<file path="src/rtl/mips_pkg.sv">
// mips_pkg: shared constants and types for the 5-stage MIPS pipeline.
//   DATA_W / REG_AW / ALUOP_W : default datapath, register-address and ALU-op widths
//   ctrl_t                    : packed EX/MEM/WB control bundle carried down the pipe
//   CTRL_BUBBLE               : control value of an inserted bubble (a nop to r0)
package mips_pkg;

  localparam int DATA_W  = 32;
  localparam int REG_AW  = 5;
  localparam int ALUOP_W = 4;

  typedef struct packed {
    logic               RegWrite;
    logic               MemRead;
    logic               MemWrite;
    logic               MemtoReg;
    logic               ALUSrc;
    logic [ALUOP_W-1:0] ALUOp;
  } ctrl_t;

  localparam ctrl_t CTRL_BUBBLE = ctrl_t'({(5 + ALUOP_W){1'b0}});

endpackage

</file>
<file path="src/rtl/id_ex_stage_reg_load_use_detect.sv">
// load_use_detect: purely combinational load-use hazard detection.
// Flags a hazard when the instruction sitting in EX is a valid load whose
// destination (non-zero) is read by the instruction currently in ID.
// Ports:
//   reset        in  active-low reset; forces stall low while asserted
//   ex_valid     in  EX slot holds a real instruction
//   ex_mem_read  in  EX instruction is a load
//   ex_rd        in  EX destination register
//   id_rs/id_rt  in  ID source register fields
//   id_uses_rs/rt in ID instruction actually reads that field
//   flush        in  ID instruction is being squashed anyway
//   haz          out raw hazard condition (selects a bubble)
//   stall        out freeze PC and IF/ID this cycle
module load_use_detect #(
  parameter int REG_AW = 5
) (
  input  logic              reset,
  input  logic              ex_valid,
  input  logic              ex_mem_read,
  input  logic [REG_AW-1:0] ex_rd,
  input  logic [REG_AW-1:0] id_rs,
  input  logic [REG_AW-1:0] id_rt,
  input  logic              id_uses_rs,
  input  logic              id_uses_rt,
  input  logic              flush,
  output logic              haz,
  output logic              stall
);

  logic ex_is_load_s;
  logic rs_match_s;
  logic rt_match_s;

  // Source/destination comparison; r0 as a load target never creates a dependency.
  always_comb begin
    ex_is_load_s = ex_valid & ex_mem_read & (ex_rd != {REG_AW{1'b0}});
    rs_match_s   = id_uses_rs & (id_rs == ex_rd);
    rt_match_s   = id_uses_rt & (id_rt == ex_rd);
    haz          = ex_is_load_s & (rs_match_s | rt_match_s);
    // A squashed ID instruction does not need the pipe frozen for it.
    stall        = haz & ~flush & reset;
  end

endmodule

</file>
<file path="src/rtl/id_ex_stage_reg.sv">
// id_ex_stage_reg: ID/EX pipeline register with load-use bubble insertion.
// Captures decoded operands, register addresses and control from ID and
// presents them to EX / the forwarding unit one cycle later. A load-use
// hazard loads a bubble and raises Stall for one cycle; Flush squashes the
// ID instruction; Hold freezes the whole register.
// Optional macro ID_EX_STATS_EN adds saturating BubbleCount / FlushCount.
// Ports:
//   clk, reset (async active-low)
//   Hold, Flush                     pipeline control
//   ID_* inputs                     decoded ID instruction
//   ID_EX_* outputs                 registered copy (UsesRs/UsesRt not carried)
//   ID_EX_Valid                     0 = bubble
//   Stall                           combinational; hold PC and IF/ID
//   BubbleCount, FlushCount         (ID_EX_STATS_EN only) event counters
module id_ex_stage_reg #(
  parameter int DATA_W  = mips_pkg::DATA_W,
  parameter int REG_AW  = mips_pkg::REG_AW,
  parameter int ALUOP_W = mips_pkg::ALUOP_W
) (
  input  logic               clk,
  input  logic               reset,
  input  logic               Hold,
  input  logic               Flush,
  input  logic [REG_AW-1:0]  ID_rs,
  input  logic [REG_AW-1:0]  ID_rt,
  input  logic [REG_AW-1:0]  ID_RegWriteAddr,
  input  logic               ID_UsesRs,
  input  logic               ID_UsesRt,
  input  logic               ID_RegWrite,
  input  logic               ID_MemRead,
  input  logic               ID_MemWrite,
  input  logic               ID_MemtoReg,
  input  logic               ID_ALUSrc,
  input  logic [ALUOP_W-1:0] ID_ALUOp,
  input  logic [DATA_W-1:0]  ID_Data1,
  input  logic [DATA_W-1:0]  ID_Data2,
  input  logic [DATA_W-1:0]  ID_Imm,
  input  logic [DATA_W-1:0]  ID_PC,
  output logic [REG_AW-1:0]  ID_EX_rs,
  output logic [REG_AW-1:0]  ID_EX_rt,
  output logic [REG_AW-1:0]  ID_EX_RegWriteAddr,
  output logic               ID_EX_RegWrite,
  output logic               ID_EX_MemRead,
  output logic               ID_EX_MemWrite,
  output logic               ID_EX_MemtoReg,
  output logic               ID_EX_ALUSrc,
  output logic [ALUOP_W-1:0] ID_EX_ALUOp,
  output logic [DATA_W-1:0]  ID_EX_Data1,
  output logic [DATA_W-1:0]  ID_EX_Data2,
  output logic [DATA_W-1:0]  ID_EX_Imm,
  output logic [DATA_W-1:0]  ID_EX_PC,
  output logic               ID_EX_Valid,
`ifdef ID_EX_STATS_EN
  output logic [31:0]        BubbleCount,
  output logic [31:0]        FlushCount,
`endif
  output logic               Stall
);

  import mips_pkg::*;

  ctrl_t              ctrl_r;
  ctrl_t              id_ctrl_s;
  logic               valid_r;
  logic [REG_AW-1:0]  rs_r;
  logic [REG_AW-1:0]  rt_r;
  logic [REG_AW-1:0]  rd_r;
  logic [DATA_W-1:0]  data1_r;
  logic [DATA_W-1:0]  data2_r;
  logic [DATA_W-1:0]  imm_r;
  logic [DATA_W-1:0]  pc_r;
  logic               haz_s;
  logic               stall_s;
  logic               load_bubble_s;

  load_use_detect #(
    .REG_AW(REG_AW)
  ) u_load_use_detect (
    .reset      (reset),
    .ex_valid   (valid_r),
    .ex_mem_read(ctrl_r.MemRead),
    .ex_rd      (rd_r),
    .id_rs      (ID_rs),
    .id_rt      (ID_rt),
    .id_uses_rs (ID_UsesRs),
    .id_uses_rt (ID_UsesRt),
    .flush      (Flush),
    .haz        (haz_s),
    .stall      (stall_s)
  );

  // Bundle incoming control and decide whether this edge loads a bubble.
  always_comb begin
    id_ctrl_s.RegWrite = ID_RegWrite;
    id_ctrl_s.MemRead  = ID_MemRead;
    id_ctrl_s.MemWrite = ID_MemWrite;
    id_ctrl_s.MemtoReg = ID_MemtoReg;
    id_ctrl_s.ALUSrc   = ID_ALUSrc;
    id_ctrl_s.ALUOp    = ID_ALUOp;
    load_bubble_s      = Flush | haz_s;
  end

  // Pipeline register: Hold > Flush/hazard bubble > normal load.
  always_ff @(posedge clk or negedge reset) begin
    if (!reset) begin
      ctrl_r  <= CTRL_BUBBLE;
      valid_r <= 1'b0;
      rs_r    <= {REG_AW{1'b0}};
      rt_r    <= {REG_AW{1'b0}};
      rd_r    <= {REG_AW{1'b0}};
      data1_r <= {DATA_W{1'b0}};
      data2_r <= {DATA_W{1'b0}};
      imm_r   <= {DATA_W{1'b0}};
      pc_r    <= {DATA_W{1'b0}};
    end else if (Hold) begin
      ctrl_r  <= ctrl_r;
      valid_r <= valid_r;
      rs_r    <= rs_r;
      rt_r    <= rt_r;
      rd_r    <= rd_r;
      data1_r <= data1_r;
      data2_r <= data2_r;
      imm_r   <= imm_r;
      pc_r    <= pc_r;
    end else if (load_bubble_s) begin
      // Zeroed RegWriteAddr keeps the bubble invisible to forwarding.
      ctrl_r  <= CTRL_BUBBLE;
      valid_r <= 1'b0;
      rs_r    <= {REG_AW{1'b0}};
      rt_r    <= {REG_AW{1'b0}};
      rd_r    <= {REG_AW{1'b0}};
      data1_r <= {DATA_W{1'b0}};
      data2_r <= {DATA_W{1'b0}};
      imm_r   <= {DATA_W{1'b0}};
      pc_r    <= {DATA_W{1'b0}};
    end else begin
      ctrl_r  <= id_ctrl_s;
      valid_r <= 1'b1;
      rs_r    <= ID_rs;
      rt_r    <= ID_rt;
      rd_r    <= ID_RegWriteAddr;
      data1_r <= ID_Data1;
      data2_r <= ID_Data2;
      imm_r   <= ID_Imm;
      pc_r    <= ID_PC;
    end
  end

  // Drive outputs straight from the register contents.
  always_comb begin
    ID_EX_rs           = rs_r;
    ID_EX_rt           = rt_r;
    ID_EX_RegWriteAddr = rd_r;
    ID_EX_RegWrite     = ctrl_r.RegWrite;
    ID_EX_MemRead      = ctrl_r.MemRead;
    ID_EX_MemWrite     = ctrl_r.MemWrite;
    ID_EX_MemtoReg     = ctrl_r.MemtoReg;
    ID_EX_ALUSrc       = ctrl_r.ALUSrc;
    ID_EX_ALUOp        = ctrl_r.ALUOp;
    ID_EX_Data1        = data1_r;
    ID_EX_Data2        = data2_r;
    ID_EX_Imm          = imm_r;
    ID_EX_PC           = pc_r;
    ID_EX_Valid        = valid_r;
    Stall              = stall_s;
  end

`ifdef ID_EX_STATS_EN
  logic [31:0] bubble_cnt_r;
  logic [31:0] flush_cnt_r;

  // Saturating event counters; a held cycle loads nothing so counts nothing.
  always_ff @(posedge clk or negedge reset) begin
    if (!reset) begin
      bubble_cnt_r <= 32'd0;
      flush_cnt_r  <= 32'd0;
    end else if (Hold) begin
      bubble_cnt_r <= bubble_cnt_r;
      flush_cnt_r  <= flush_cnt_r;
    end else if (Flush) begin
      bubble_cnt_r <= bubble_cnt_r;
      if (flush_cnt_r != 32'hFFFF_FFFF) begin
        flush_cnt_r <= flush_cnt_r + 32'd1;
      end else begin
        flush_cnt_r <= flush_cnt_r;
      end
    end else if (haz_s) begin
      flush_cnt_r <= flush_cnt_r;
      if (bubble_cnt_r != 32'hFFFF_FFFF) begin
        bubble_cnt_r <= bubble_cnt_r + 32'd1;
      end else begin
        bubble_cnt_r <= bubble_cnt_r;
      end
    end else begin
      bubble_cnt_r <= bubble_cnt_r;
      flush_cnt_r  <= flush_cnt_r;
    end
  end

  // Expose the counters.
  always_comb begin
    BubbleCount = bubble_cnt_r;
    FlushCount  = flush_cnt_r;
  end
`endif

endmodule

</file>
<file path="config.mk">
export PLATFORM = sky130hd
export DESIGN_NAME = id_ex_stage_reg
export DESIGN_NICKNAME = d
export VERILOG_FILES = /design/src/rtl/mips_pkg.sv /design/src/rtl/id_ex_stage_reg_load_use_detect.sv /design/src/rtl/id_ex_stage_reg.sv
export SDC_FILE = /design/constraint.sdc
export NUM_CORES = 1
export LEC_CHECK = 0
export BUFFER_PORTS_ARGS = -buffer_cell sky130_fd_sc_hd__buf_2
export CAP_MARGIN = 20
export CORE_AREA = 2 2 230 142
export CTS_CLUSTER_DIAMETER = 60
export DETAILED_ROUTE_END_ITERATION = 10
export DIE_AREA = 0 0 232 144
export PLACE_DENSITY = 0.56
export SLEW_MARGIN = 10
export SYNTH_ARGS = -nofsm -noshare
export SYNTH_HDL_FRONTEND = slang
export SYNTH_SLANG_ARGS = --single-unit
</file>
<file path="constraint.sdc">
create_clock -name clk -period 4.94 [get_ports clk]
set_input_delay 1.235 -clock clk [delete_from_list [all_inputs] [get_ports clk]]
set_output_delay 1.235 -clock clk [all_outputs]
set_load 0.02 [all_outputs]
</file>
* After elaboration in Yosys (flattened, before gate mapping)
Cells that the tools add are included.
** Storage, ports and cells
- Register bits :: 153
** Operators by class
- Muxes and demuxes :: 9
- Reduce and logical (&&, ||, !) cells :: 1
- Bitwise logic cells :: 10
- Equal/unequal tests :: 2
** Operator list (number)
- two-way mux 32 bit :: 4
- two-way mux 5 bit :: 3
- == test 5 bit :: 2
- two-way mux 9 bit :: 1
- bitwise AND 1 bit :: 7
- nonzero test 5 bit :: 1
- OR 1 bit :: 2
- two-way mux 1 bit :: 1
- inverter 1 bit :: 1

* Longest topological paths before layout
Gate-level depths: netlist (run 1).
- Depth after elaboration :: 6
- Gate-level depth with buffers :: 7
- Mapped depth without buffers :: 4

* Cells and area by module
Synthesis (run 1) repeated with hierarchy kept, for this count alone.
** Unflattened totals
- Cell total of the unflattened synthesis :: 683
- Area total of the unflattened synthesis :: 6673.9 µm²
** Modules (own cells, without submodules)
- id_ex_stage_reg :: instances 1, cells each 663, area an instance 6520.0 µm²
- load_use_detect :: instances 1, cells each 20, area an instance 153.9 µm²

* Worst setup path after synthesis (run 1)
Ideal clock, no wire load.
- Kind :: input-to-output
- Start :: input ID_rs[1]
- End :: output Stall
- Data arrival time :: 2.753 ns
- Data required time :: 3.705 ns
- Setup slack :: 0.952 ns
- Stages on the path :: 5
- Cells stage by stage :: xnor2_1 nand4_1 o22ai_2 buf_2 nor4b_1
** On the way
- Word-level cells in the longest chain between the ends :: 6
** RTL lines
- start, declared :: RTL line id_ex_stage_reg.sv:24 : input logic [REG_AW-1:0] ID_rs,
- == test 5 bit :: RTL line id_ex_stage_reg_load_use_detect.sv:37 : rs_match_s = id_uses_rs & (id_rs == ex_rd);
- bitwise AND 1 bit :: RTL line id_ex_stage_reg_load_use_detect.sv:37
- OR 1 bit :: RTL line id_ex_stage_reg_load_use_detect.sv:39 : haz = ex_is_load_s & (rs_match_s | rt_match_s);
- bitwise AND 1 bit :: RTL line id_ex_stage_reg_load_use_detect.sv:39
- bitwise AND 1 bit (2 in series) :: RTL line id_ex_stage_reg_load_use_detect.sv:41 : stall = haz & ~flush & reset;
- end, declared :: RTL line id_ex_stage_reg.sv:57 : output logic Stall
Every way passes these cells.

* Worst setup path in the final report (run 1)
Ends and elaborated chain as after synthesis.

==> results of run 1 <==
[cell usage in the layout (no fill, tap or decap), types with 12 or more instances in the layout]
cell	count
sky130_fd_sc_hd__o21ai_1	19
sky130_fd_sc_hd__a22oi_1	82
sky130_fd_sc_hd__a22oi_2	60
sky130_fd_sc_hd__o21ai_2	60
sky130_fd_sc_hd__and3_1	142
sky130_fd_sc_hd__clkbuf_16	17
sky130_fd_sc_hd__o21ai_0	73
sky130_fd_sc_hd__nand3_1	142
sky130_fd_sc_hd__nand2_1	12
sky130_fd_sc_hd__dfrtp_1	153
sky130_fd_sc_hd__buf_2	309
[state kept, by name, indices dropped and copies added, names as in the netlist]
name / flops
ID_EX_Data1: 32
ID_EX_MemtoReg: 1
ID_EX_MemRead: 1
ID_EX_ALUOp: 4
ID_EX_Imm: 32
ID_EX_rt: 5
ID_EX_PC: 32
ID_EX_rs: 5
ID_EX_RegWrite: 1
ID_EX_RegWriteAddr: 5
ID_EX_MemWrite: 1
ID_EX_Data2: 32
ID_EX_ALUSrc: 1
ID_EX_Valid: 1
[logic make-up after synthesis]
kind of cell           Yosys count  synth area share (%)
AO/OA/AOI/OAI                  307                 28.55
XOR/XNOR                        10                 1.014
buffers and inverters          117                 6.521
AND/OR/NAND/NOR                302                 19.46
flip-flops                     153                 44.34
multiplexers                     1                0.1159
[layout make-up]
cell class / count / share of cell area, %
repair buffers: 321 / 15.66
flip-flops and latches: 153 / 35.13
diodes: 3 / 0.06888
well taps: 424 / 4.867
clock inverters: 9 / 0.9299
inverters: 3 / 0.1952
multi-input cells: 620 / 39.02
clock buffers: 21 / 4.133
[power by group]
group	internal [µW]	total (µW)	switching (µW)
Clock	748	1300	548
Sequential	1420	1530	111
Combinational	366	1010	644
[path summary, 6_finish.rpt]
check | startpoint | to | slack [ns] | cells past startpoint
max | ID_rs[1] | Stall | 1.28 | 6
min | ID_EX_rs[0]$_DFFE_PN0N_ | ID_EX_rs[0]$_DFFE_PN0N_ | 0.51 | 2
max reg2reg | ID_EX_RegWriteAddr[2]$_DFFE_PN0N_ | ID_EX_Data1[25]$_DFFE_PN0N_ | 2.16 | 5
min reg2reg | ID_EX_rs[0]$_DFFE_PN0N_ | ID_EX_rs[0]$_DFFE_PN0N_ | 0.51 | 2
max in group asynchronous | reset | ID_EX_Data1[7]$_DFFE_PN0N_ | 2.86 | 3
min in group asynchronous | reset | ID_EX_Imm[10]$_DFFE_PN0N_ | 0.63 | 1
[through the flow]
| stage | instance area [µm²] | hold WS [ns] | util [%] | total power, µW | setup slack, ns |
|---|---|---|---|---|---|
| floorplan | 8635 | 0.6098 | - | 2191 | 0.9516 |
| global placement | 10340 | 0.4849 | 32.73 | 2555 | 1.241 |
| detailed placement | 10340 | 0.4937 | 32.74 | 2573 | 1.242 |
| CTS | 10890 | 0.5095 | 34.48 | 3891 | 1.232 |
| global route | 10900 | 0.5344 | 34.51 | 4038 | 1.120 |
| finish | 10900 | 0.5065 | 34.51 | 3835 | 1.280 |
[critical path: cells and delay by family]
family / cells / cell delay [ns]
AO/OA/AOI/OAI: 1 / 0.28
AND/OR/NAND/NOR: 2 / 0.42
XOR/XNOR: 1 / 0.14
buffers and inverters: 2 / 0.35
[routing by layer]
metal,wire (µm),up-vias,GRT usage [%]
li1,-,3826,-
met1,13280,3988,22.23
met2,12700,218,24.29
met5,13,-,0
met4,538,2,7.085
met3,1643,33,4.712
==> impl_metrics.py, run 1 <==
metrics = {
    "synth": {
        "synthFlopType": "sky130_fd_sc_hd__dfrtp_1",
        "netlist.area_leader.share_pct": 44.34,
        "synthArstFlopShare_pct": 100.0,
        "yosysWarningCount": 0,
        "synth-edff-count": 0,
        "yosysTopAreaCell": "sky130_fd_sc_hd__dfrtp_1",
        "yosysSeqAreaShare_pct": 44.34,
        "post_synth_num_cell_types": 26,
        "synth-seq-cells": 153,
        "post-synth-top-count-cell": "sky130_fd_sc_hd__dfrtp_1",
        "synth.top_cells.by_count": "153 x sky130_fd_sc_hd__dfrtp_1, 142 x sky130_fd_sc_hd__and3_1, 142 x sky130_fd_sc_hd__nand3_1",
        "mappedNetlistArea_um2": 8635,
        "number_of_nets_produced_by_synthesis": 1048,
        "synth_top_cells_by_area": "sky130_fd_sc_hd__dfrtp_1 44%, sky130_fd_sc_hd__and3_1 10%, sky130_fd_sc_hd__a22oi_2 8.7%, sky130_fd_sc_hd__nand3_1 8.2%, sky130_fd_sc_hd__a22oi_1 7.1%",
        "postSynthAreaPerCell_um2": 9.702,
        "synth_cells": 890,
    },
    "min_path": {
        "min_path_type": "flop to flop",
    },
    "clock_tree": {
        "tritoncts": "done",
        "cts.clk_slew.worst_paths_ns": 0.06,
        "clk_path_buf_depth": 2,
        "cts_num_sinks": 153,
        "post_cts_buffers": 0,
        "cts_resized": 0,
        "htreeDepth": 4,
        "worstSkewPairLatency_ns": 0.44,
        "cts_hold_buf": 0,
        "cts.root.buffer_cell": "sky130_fd_sc_hd__clkbuf_16",
        "cts-buffers-inserted": 17,
    },
    "sta": {
        "timing_worst_slew_pin_value_ns": 1.149,
        "setup_tns_ns": 0,
        "rsz_0062_raised_after_global_routing": "false",
        "final_hold_violations": 0,
        "drv_slew": 0,
        "clock.fmax_mhz": 273.2,
        "timing.slew.headroom_pct": 23.43,
        "period_minus_slack_ns": 3.660,
        "clock_skew_ns": 0.01181,
        "min_period_over_period_pct": 74.09,
        "setup_viol_count_final": 0,
    },
    "worst_setup_path": {
        "cpMostUsedCell": "sky130_fd_sc_hd__buf_2",
        "critPathLaunchType": "input pin",
        "worst_setup_path_end_kind": "primary output",
        "worst-endpoint-required_ns": 3.70,
        "crit_chain": "buf_2 -> xnor2_1 -> nand4_1 -> o22ai_4 -> nor4b_1 -> buf_2",
        "crit_fanout": 3,
        "crit_arrival_ns": 2.43,
        "critPathSlowestCell": "sky130_fd_sc_hd__o22ai_4",
        "critical_path.max_stage_delay_ns": 0.28,
        "worst-setup-path-type": "input pin to primary output",
    },
    "layout": {
        "area_delta_synth_final_pct": 26.23,
        "final_net_count": 1274,
        "post_layout_nonfiller_instances": 1554,
        "drive_above_1_share_pct": 41.88,
        "final-seq-area_um2": 3829,
        "multi_input_gate_area_um2": 4253,
        "fillerInstances": 3284,
    },
    "floorplan": {
        "ioPinCount": 312,
        "effective_utilization_at_floorplan_pct": 27.34,
        "die-width_um": 232,
        "die_area_um2": 33410,
        "chipHeight_um": 144,
        "core_um2": 31590,
        "rows": 51,
    },
    "placed_design": {
        "dpl.cell_count": 1521,
        "final_weighted_congestion_in_routability_driven_placement": 0.7659,
        "port_buffers": 311,
        "dp.final_hpwl_um": 17100,
    },
    "route": {
        "post-route-drc-count": 0,
        "routedWlPerCell_um": 18.13,
        "routed-via-count": 8067,
        "dr.first_iter.drc_count": 486,
        "post_drt_via_cell_ratio": 5.191,
        "drt_first_pass_iters": 4,
        "totalWireLength_um": 28180,
        "postRouteAntennaNets": 0,
    },
    "run": {
        "timing.max_cap.violations": 0,
    },
    "global_routing": {
        "grt_first_pass_wirelength_um": 42920,
        "globalRouteOverflowTotal": 0,
        "antenna_found_initial": 4,
        "grt_util_all_layers_pct": 16.38,
        "first_global_vias": 7556,
        "grt_start_max_net_pins": 159,
    },
    "outcome": {
        "run_status": "completed",
    },
    "power_and_ir_drop": {
        "worst_ir_drop_vdd_v": 0.0001821,
        "power_leakage_uw": 0.005175,
        "power.density_nw_per_um2": 351.8,
    },
}
(Power assumes the default switching activity.)
==> inputs of run 2 (changes only) <==
==> constraint.sdc (replaced) <==
create_clock -name clk -period 3.4 [get_ports clk]
set_input_delay 0.85 -clock clk [delete_from_list [all_inputs] [get_ports clk]]
set_output_delay 0.85 -clock clk [all_outputs]
set_load 0.02 [all_outputs]
==> run 2 against run 1 <==
Final area rose by 0.96%. Hold slack lost 0.0033 ns. Register-to-register slack worse by 1.3 ns. Clock skew is 0.0032 ns lower. Clock-buffer cell count increased by 2. Non-clock buffer count increased by 10. Clock power up 48%. Combinational power increased by 47%. First-iteration DRC count is 3.1% higher. Critical endpoint unchanged. Largest cell class unchanged. Largest power group unchanged.
==> impl_metrics.py, run 2 (synthesized netlist as in run 1, its figures left out) <==
metrics = {
    "floorplan": {
        "die-width_um": 232,
        "effective_utilization_at_floorplan_pct": 27.34,
        "chipHeight_um": 144,
        "die_area_um2": 33410,
        "ioPinCount": 312,
        "core_um2": 31590,
        "rows": 51,
    },
    "sta": {
        "clock.fmax_mhz": 342.8,
        "rsz_0062_raised_after_global_routing": "false",
        "drv_slew": 0,
        "period_minus_slack_ns": 2.917,
        "final_hold_violations": 0,
        "final_critical_path_setup_slack_ns": 0.4832,
        "timing.slew.headroom_pct": 27.95,
        "setup_viol_count_final": 0,
        "timing_worst_slew_pin_value_ns": 1.081,
        "clock_skew_ns": 0.008635,
        "min_period_over_period_pct": 85.79,
        "hold_slack_ns": 0.5032,
        "setup_tns_ns": 0,
    },
    "worst_setup_path": {
        "critical_path.max_stage_delay_ns": 0.55,
        "critPathLaunchType": "flop",
        "crit_chain": "or4_1 -> o211ai_1 -> nor4b_1 -> buf_2",
        "critPathSlowestCell": "sky130_fd_sc_hd__or4_1",
        "worst_setup_path_end_kind": "primary output",
        "worst-endpoint-required_ns": 2.55,
        "crit_fanout": 5,
        "crit_arrival_ns": 2.07,
        "worst-setup-path-type": "flop to primary output",
    },
    "clock_tree": {
        "tritoncts": "done",
        "cts_hold_buf": 0,
        "htreeDepth": 4,
        "worstSkewPairLatency_ns": 0.43,
        "cts.root.buffer_cell": "sky130_fd_sc_hd__clkbuf_16",
        "clk_path_buf_depth": 2,
        "cts_resized": 0,
        "cts-buffers-inserted": 17,
        "cts_num_sinks": 153,
        "cts.clk_slew.worst_paths_ns": 0.06,
        "post_cts_buffers": 0,
    },
    "power_and_ir_drop": {
        "power.density_nw_per_um2": 511.2,
        "power_leakage_uw": 0.005231,
        "worst_ir_drop_vdd_v": 0.0003073,
    },
    "global_routing": {
        "globalRouteOverflowTotal": 0,
        "grt_start_max_net_pins": 154,
        "grt_first_pass_wirelength_um": 43680,
        "antenna_found_initial": 3,
        "first_global_vias": 7529,
        "grt_util_all_layers_pct": 16.79,
    },
    "layout": {
        "layout.cells.most_common_list": "309 x sky130_fd_sc_hd__buf_2, 153 x sky130_fd_sc_hd__dfrtp_1, 142 x sky130_fd_sc_hd__nand3_1, 142 x sky130_fd_sc_hd__and3_1, 82 x sky130_fd_sc_hd__a22oi_1",
        "post_layout_nonfiller_instances": 1564,
        "fillerInstances": 3314,
        "area_delta_synth_final_pct": 27.45,
        "layout_commonest_cell": "sky130_fd_sc_hd__buf_2",
        "final_core_utilization_pct": 34.84,
        "drive_above_1_share_pct": 42.30,
        "final_net_count": 1284,
    },
    "route": {
        "dr.first_iter.drc_count": 501,
        "postRouteAntennaNets": 0,
        "routedWlPerCell_um": 18.38,
        "drt_first_pass_iters": 5,
        "post-route-drc-count": 0,
        "routed-via-count": 8099,
        "totalWireLength_um": 28740,
        "post_drt_via_cell_ratio": 5.178,
    },
    "placed_design": {
        "dp.final_hpwl_um": 17960,
        "final_weighted_congestion_in_routability_driven_placement": 0.7855,
        "port_buffers": 311,
        "dpl.cell_count": 1531,
        "pre_cts_slack_ns": 0.4941,
    },
    "outcome": {
        "run_status": "completed",
    },
    "run": {
        "timing.max_cap.violations": 0,
    },
    "min_path": {
        "min_path_type": "flop to flop",
    },
}
run 2: cell count changes in the layout (fill, tap and decap cells not counted):
cell / before / now
sky130_fd_sc_hd__buf_12: 5 / 6
sky130_fd_sc_hd__buf_4: 5 / 14
sky130_fd_sc_hd__clkbuf_8: 1 / 3
sky130_fd_sc_hd__clkinv_2: 5 / 2
sky130_fd_sc_hd__clkinvlp_4: 1 / 2
sky130_fd_sc_hd__nor2_1: 1 / 2
sky130_fd_sc_hd__nor2_2: 1 / 0
run 2: area by class of cell:
| class | instances | area [µm²] | share of cell area, % |
|---|---|---|---|
| multi-input combinational | 620 | 4250 | 38.62 |
| sequential | 153 | 3829 | 34.79 |
| timing repair buffer | 331 | 1794 | 16.30 |
| tap | 424 | 530.5 | 4.821 |
| clock buffer | 23 | 478.0 | 4.343 |
| clock inverter | 7 | 93.84 | 0.8528 |
| inverter | 3 | 21.27 | 0.1933 |
| antenna | 3 | 7.507 | 0.06822 |
run 2: critical path, delay by kind of cell (launching register included):
family / cells / cell delay (ns)
and+or+nand+nor: 2 / 0.64
DFF: 1 / 0.46
buffers and inverters: 1 / 0.18
AOI/OAI and AO/OA: 1 / 0.36
run 2: final timing paths:
path,startpoint,endpoint,slack [ns],depth (start not counted)
max,ID_EX_RegWriteAddr[2]$_DFFE_PN0N_,Stall,0.48,4
min,ID_EX_rs[0]$_DFFE_PN0N_,ID_EX_rs[0]$_DFFE_PN0N_,0.50,2
max reg2reg,ID_EX_RegWriteAddr[2]$_DFFE_PN0N_,ID_EX_rs[1]$_DFFE_PN0N_,0.83,5
min reg2reg,ID_EX_rs[0]$_DFFE_PN0N_,ID_EX_rs[0]$_DFFE_PN0N_,0.50,2
max in group asynchronous,reset,ID_EX_Data1[10]$_DFFE_PN0N_,1.56,3
min in group asynchronous,reset,ID_EX_PC[18]$_DFFE_PN0N_,0.51,2
run 2: metrics by stage:
stage,power [µW],instance area [µm²]
4_1_cts,5726,11000
2_1_floorplan,3183,8635
3_3_place_gp,3729,10420
5_1_grt,5931,11000
6_report,5626,11000
3_5_place_dp,3751,10430
run 2: power breakdown:
group	internal [µW]	switching (µW)
registers	2060	159
logic	540	937
clock network	1130	798
run 2: layer usage:
metal / part of all wire [%] / track usage, % / vias to the layer above
met5: 0 / 0 / -
met4: 1.5 / 5.668 / 0
met3: 5.9 / 4.752 / 29
met2: 45 / 24.70 / 210
met1: 48 / 23.54 / 4029
li1: - / - / 3831
